<file path="config.mk">
export PLATFORM = sky130hd
export DESIGN_NAME = spi_mailbox_master
export DESIGN_NICKNAME = d
export VERILOG_FILES = /design/src/rtl/spi_mailbox_master.sv
export SDC_FILE = /design/constraint.sdc
export NUM_CORES = 1
export LEC_CHECK = 0
export CORE_UTILIZATION = 60
export DETAILED_ROUTE_END_ITERATION = 10
export MAX_ROUTING_LAYER = met4
export PLACE_DENSITY = 0.79
export SLEW_MARGIN = 30
export SYNTH_ARGS = -nofsm -noshare
export SYNTH_HDL_FRONTEND = slang
export SYNTH_SLANG_ARGS = --single-unit
</file>
<file path="constraint.sdc">
create_clock -name clk -period 2.95 [get_ports clk]
set_input_delay 0.59 -clock clk [delete_from_list [all_inputs] [get_ports clk]]
set_output_delay 0.59 -clock clk [all_outputs]
set_load 0.03 [all_outputs]
</file>
<file path="src/rtl/spi_mailbox_master.sv">
// SPI mode-0 master for the 8-byte Z80 mailbox link.
// One SS-low frame per start: shifts NUM_BYTES bytes out of tx_buf and
// captures the same number of bytes into rx_buf, MSB first.
`timescale 1ns/1ps
module spi_mailbox_master #(
   parameter int unsigned CLK_DIV   = 4,   // clk cycles per SCK half-period, >= 1
   parameter int unsigned NUM_BYTES = 8,   // bytes per frame, 1..8
   parameter int unsigned CS_SETUP  = 4,   // SS-low cycles before the first bit, >= 1
   parameter int unsigned BYTE_GAP  = 16,  // idle cycles between bytes, >= 1
   parameter int unsigned CS_HOLD   = 4    // cycles from last SCK fall to SS rise, >= 1
) (
   input  logic       clk,
   input  logic       resetn,
   input  logic       start,
   output logic       busy,
   output logic       done,
   input  logic       tx_wr_en,
   input  logic [2:0] tx_wr_addr,
   input  logic [7:0] tx_wr_data,
   input  logic [2:0] rx_rd_addr,
   output logic [7:0] rx_rd_data,
   output logic       spi_sck,
   output logic       spi_ss,
   output logic       spi_mosi,
   input  logic       spi_miso
);

   typedef enum logic [2:0] {
      ST_IDLE,
      ST_SETUP,
      ST_SHIFT,
      ST_GAP,
      ST_HOLD
   } state_t;

   // One shared phase counter serves every timed state.
   localparam int unsigned MAX_A = (CLK_DIV  > CS_SETUP) ? CLK_DIV  : CS_SETUP;
   localparam int unsigned MAX_B = (BYTE_GAP > CS_HOLD)  ? BYTE_GAP : CS_HOLD;
   localparam int unsigned MAX_C = (MAX_A    > MAX_B)    ? MAX_A    : MAX_B;
   localparam int unsigned CNT_W = (MAX_C < 2) ? 1 : $clog2(MAX_C);

   localparam logic [CNT_W-1:0] DIV_LAST   = CNT_W'(CLK_DIV  - 1);
   localparam logic [CNT_W-1:0] SETUP_LAST = CNT_W'(CS_SETUP - 1);
   localparam logic [CNT_W-1:0] GAP_LAST   = CNT_W'(BYTE_GAP - 1);
   localparam logic [CNT_W-1:0] HOLD_LAST  = CNT_W'(CS_HOLD  - 1);
   localparam logic [2:0]       BYTE_LAST  = 3'(NUM_BYTES - 1);

   state_t           state_q;
   logic [CNT_W-1:0] cnt_q;
   logic [2:0]       byte_q;
   logic [2:0]       bit_q;
   logic [7:0]       rx_sh_q;
   logic             sck_q;
   logic             ss_q;
   logic             mosi_q;
   logic             busy_q;
   logic             done_q;
   logic [7:0]       tx_buf_q [8];
   logic [7:0]       rx_buf_q [8];
   logic             next_bit_d;
   logic             next_msb_d;

   assign spi_sck    = sck_q;
   assign spi_ss     = ss_q;
   assign spi_mosi   = mosi_q;
   assign busy       = busy_q;
   assign done       = done_q;
   assign rx_rd_data = rx_buf_q[rx_rd_addr];

   // Next MOSI values: the following bit of this byte, or the next byte's MSB.
   always_comb begin
      next_bit_d = tx_buf_q[byte_q][3'(bit_q - 3'd1)];
      next_msb_d = tx_buf_q[3'(byte_q + 3'd1)][7];
   end

   // TX buffer: host writes land only while the FSM is idle.
   always_ff @(posedge clk) begin
      if (!resetn) begin
         for (int unsigned i = 0; i < 8; i++) tx_buf_q[i] <= '0;
      end else if (tx_wr_en && (state_q == ST_IDLE)) begin
         tx_buf_q[tx_wr_addr] <= tx_wr_data;
      end
   end

   // Frame sequencer: SS framing, SCK generation, MOSI shifting, MISO capture.
   always_ff @(posedge clk) begin
      if (!resetn) begin
         state_q <= ST_IDLE;
         cnt_q   <= '0;
         byte_q  <= '0;
         bit_q   <= '0;
         rx_sh_q <= '0;
         sck_q   <= 1'b0;
         ss_q    <= 1'b1;
         mosi_q  <= 1'b0;
         busy_q  <= 1'b0;
         done_q  <= 1'b0;
         for (int unsigned i = 0; i < 8; i++) rx_buf_q[i] <= '0;
      end else begin
         done_q <= 1'b0;
         case (state_q)
            ST_IDLE: begin
               if (start) begin
                  ss_q    <= 1'b0;
                  busy_q  <= 1'b1;
                  mosi_q  <= tx_buf_q[0][7];
                  byte_q  <= '0;
                  bit_q   <= 3'd7;
                  cnt_q   <= '0;
                  state_q <= ST_SETUP;
               end
            end

            ST_SETUP: begin
               if (cnt_q == SETUP_LAST) begin
                  cnt_q   <= '0;
                  state_q <= ST_SHIFT;
               end else begin
                  cnt_q <= cnt_q + CNT_W'(1);
               end
            end

            ST_SHIFT: begin
               if (cnt_q == DIV_LAST) begin
                  cnt_q <= '0;
                  if (!sck_q) begin
                     // Rising edge: capture MISO.
                     sck_q   <= 1'b1;
                     rx_sh_q <= {rx_sh_q[6:0], spi_miso};
                  end else begin
                     // Falling edge: advance MOSI or close out the byte.
                     sck_q <= 1'b0;
                     if (bit_q != 3'd0) begin
                        bit_q  <= bit_q - 3'd1;
                        mosi_q <= next_bit_d;
                     end else begin
                        rx_buf_q[byte_q] <= rx_sh_q;
                        bit_q            <= 3'd7;
                        if (byte_q == BYTE_LAST) begin
                           state_q <= ST_HOLD;
                        end else begin
                           byte_q  <= byte_q + 3'd1;
                           mosi_q  <= next_msb_d;
                           state_q <= ST_GAP;
                        end
                     end
                  end
               end else begin
                  cnt_q <= cnt_q + CNT_W'(1);
               end
            end

            ST_GAP: begin
               if (cnt_q == GAP_LAST) begin
                  cnt_q   <= '0;
                  state_q <= ST_SHIFT;
               end else begin
                  cnt_q <= cnt_q + CNT_W'(1);
               end
            end

            ST_HOLD: begin
               if (cnt_q == HOLD_LAST) begin
                  cnt_q   <= '0;
                  ss_q    <= 1'b1;
                  busy_q  <= 1'b0;
                  done_q  <= 1'b1;
                  mosi_q  <= 1'b0;
                  state_q <= ST_IDLE;
               end else begin
                  cnt_q <= cnt_q + CNT_W'(1);
               end
            end

            default: state_q <= ST_IDLE;
         endcase
      end
   end

endmodule

</file>
==> flow_metrics.tcl <==
set metrics [dict create \
    crit_chain "dlygate4sd2_1, bufbuf_16, mux4_2, mux2_2, clkdlybuf4s15_2" \
    sw_frac_of_total 0.248 \
    synth_cell_types 47 \
    postRouteAntennaNets 0 \
    cts.sinks 157 \
    grt_setup_unrepaired "false" \
    ioPinCount 32 \
    highest_layer "met4" \
    setup_viol 0 \
    grt_pass1_vias 4644 \
    max_slew.worst_pin.slew_ps 752 \
    finalHoldViolations 0 \
    power_frac_clock 0.404 \
    synthTopCellsByArea "edfxtp_1, and2_1, dfxtp_1" \
    slew_viol_final 0 \
    synth-edff-count 128 \
    drive_gt1_frac 0.179 \
    synth-async-reset-ratio 0 \
    routedLengthMet1_microns 6370 \
    gr-total-overflow 0 \
    vdd_drop_max_mv 0.520 \
    met3_length_microns 684 \
    cp-end-kind "output port" \
    drtPass1Iterations 5 \
    hold_class "flop to flop" \
    fp.dieH_microns 113 \
    crit_fanout 8 \
    p_seq_frac 0.451 \
    relSlewSlack 0.498 \
    layout_setup_ws_ps 114 \
    cp_top_family "buffers and inverters" \
    syn_area_sq_um 7330 \
    grt_pass1_wl_microns 25000 \
    vias 4517 \
    clock_skew_ps 5.76 \
    synth_top_area_share 0.525 \
    drv_cap 0 \
    row_count 39 \
    area_growth_pct 17.8 \
    cp-start-kind "input port" \
    p_switching_mw 1.45 \
    nNetsFinal 621 \
    root_buffer "clkbuf_16" \
    status "completed" \
    layout_min_cycle_time_ps 2840 \
    whs_ps 478 \
    wl_per_cell_microns 21.0 \
    path_class "input port to output port" \
    initial_core_util 0.628 \
    crit_buf_inv 3 \
    drc 0 \
    synth_common_cells "and2_1, edfxtp_1, nor2_1" \
    cts_buffers 17 \
    viasPerCell 6.00 \
    internal_power_mw 4.40 \
    yosysSeqAreaShare 0.604 \
    coreArea_sq_um 11700 \
    antenna_found_initial 0 \
    synth.avg_cell_area_sq_um 13.6 \
    clk_pin_slew_worst_paths_ps 60 \
    yosysMostFrequentCell "and2_1" \
    ctsHoldBuffers 0 \
    clock_path_buffers 2 \
    cts_tree "built" \
    max_stage_delay_ps 490 \
    grt_usage 0.282 \
    ys_ff_latch 157 \
    synthCells 539 \
    synth_ff_type "edfxtp_1" \
    leakage_nw 3.16 \
    power_density_nw_per_um2 678 \
    gp_congestion 0.929 \
    p_total_mw 5.85 \
    slowest_stage "mux4_2" \
    port_buffers 31 \
    cp.required_ps 2360 \
    grt_max_degree 23 \
    diodes 0 \
    die_area_sq_um 12700 \
    met2_wirelength_microns 8340 \
    syn-num-nets 563 \
    htreeDepth 4 \
    arrival_ps 2250 \
    netlist.top_cell.by_area "edfxtp_1" \
    pwr-share-comb 0.145 \
    pre_cts_slack_ps -335 \
    fin_crit_sh 0.961 \
    insertion_delay_ps 420 \
    ys.warnings.count 0 \
    die_w_microns 113 \
    fill_cells 760 \
    drt_iter0_markers 339 \
    max_freq_mhz 353 \
    totalWireLength_microns 15800 \
    dp_hpwl_microns 10900 \
]
[what timing repair did]
action / 4_1_cts / 5_1_grt
setup endpoints to repair: 8 / 0
resized for setup: 22 / 0
buffers inserted: 0 / 0
hold endpoints to repair: 0 / 0
[power by group through the flow]
stage,Combinational [mW],Sequential [mW],Clock (mW)
after global placement,0.812,2.68,0
after CTS,0.847,2.64,2.39
after detailed placement,0.839,2.69,0
after global routing,0.926,2.66,2.48
final,0.850,2.64,2.36
after floorplan,0.598,2.64,0
[cells in the final DEF (no fill, tap or decap), drive strengths merged, types with 8 or more instances in the layout]
cell           count
o21ai             21
clkdlybuf4s15      8
nand3              8
clkdlybuf4s50     22
nand2b            12
clkbuf            17
edfxtp           128
and2             129
a21oi              9
mux2i             15
inv               11
dfxtp             29
mux4              31
nand2             15
nor2              39
buf               28
mux2              11
nor3              10
[cell type report]
type / instances / area (sq um) / area share
tap: 143 / 179 / 0.0207
sequential: 157 / 4420 / 0.513
multi-input combinational: 353 / 2770 / 0.321
inverter: 8 / 30.0 / 0.00348
timing repair buffer: 60 / 583 / 0.0675
clock buffer: 17 / 425 / 0.0493
clock inverter: 15 / 216 / 0.0251
[sequential cells by signal, indices dropped and copies added, names as in the netlist, 3 cells and up, named ones only]
register / count
bit_q: 3
rx_buf_q: 64
byte_q: 3
cnt_q: 4
rx_sh_q: 8
tx_buf_q: 64
state_q: 3
[layer usage]
| layer | global-route usage | vias up |
|---|---|---|
| met5 | - | - |
| met3 | 0.0583 | 32 |
| li1 | - | 2116 |
| met4 | 0.121 | 0 |
| met1 | 0.326 | 2230 |
| met2 | 0.480 | 139 |
[cells by family after synthesis]
family                   after synthesis  share of synthesized area
AO/OA/AOI/OAI                         50                     0.0430
XOR/XNOR                               3                    0.00359
adder cells (fa/ha/maj)                5                    0.00854
buffers and inverters                 29                     0.0176
flip-flops                           157                      0.604
multiplexers                          57                      0.136
AND/OR/NAND/NOR                      238                      0.188
[worst paths after layout]
kind / startpoint / end / slack (ps) / depth (start not counted)
setup / recovery: rx_rd_addr[0] / rx_rd_data[7] / 110 / 5
hold / removal: spi_ss / spi_ss / 480 / 1
setup reg to reg: flop / spi_mosi / 420 / 5
hold reg to reg: spi_ss / spi_ss / 480 / 1
[per-stage QoR]
step / util / setup TNS, ps / instances / instance area, sq um
final: 0.740 / 0 / 753 / 8630
after global routing: 0.740 / 0 / 753 / 8630
after CTS: 0.740 / 0 / 753 / 8630
after detailed placement: 0.682 / -2520 / 720 / 7950
after global placement: 0.682 / -2370 / 720 / 7950
after floorplan: - / 0 / 539 / 7330
[worst reg2reg max path, delay by kind of cell (launching register included)]
family | cells | cell delay (ps)
multiplexers | 2 | 1160
flip-flops | 1 | 800
AO/OA/AOI/OAI | 3 | 430
(Power assumes the default switching activity.)
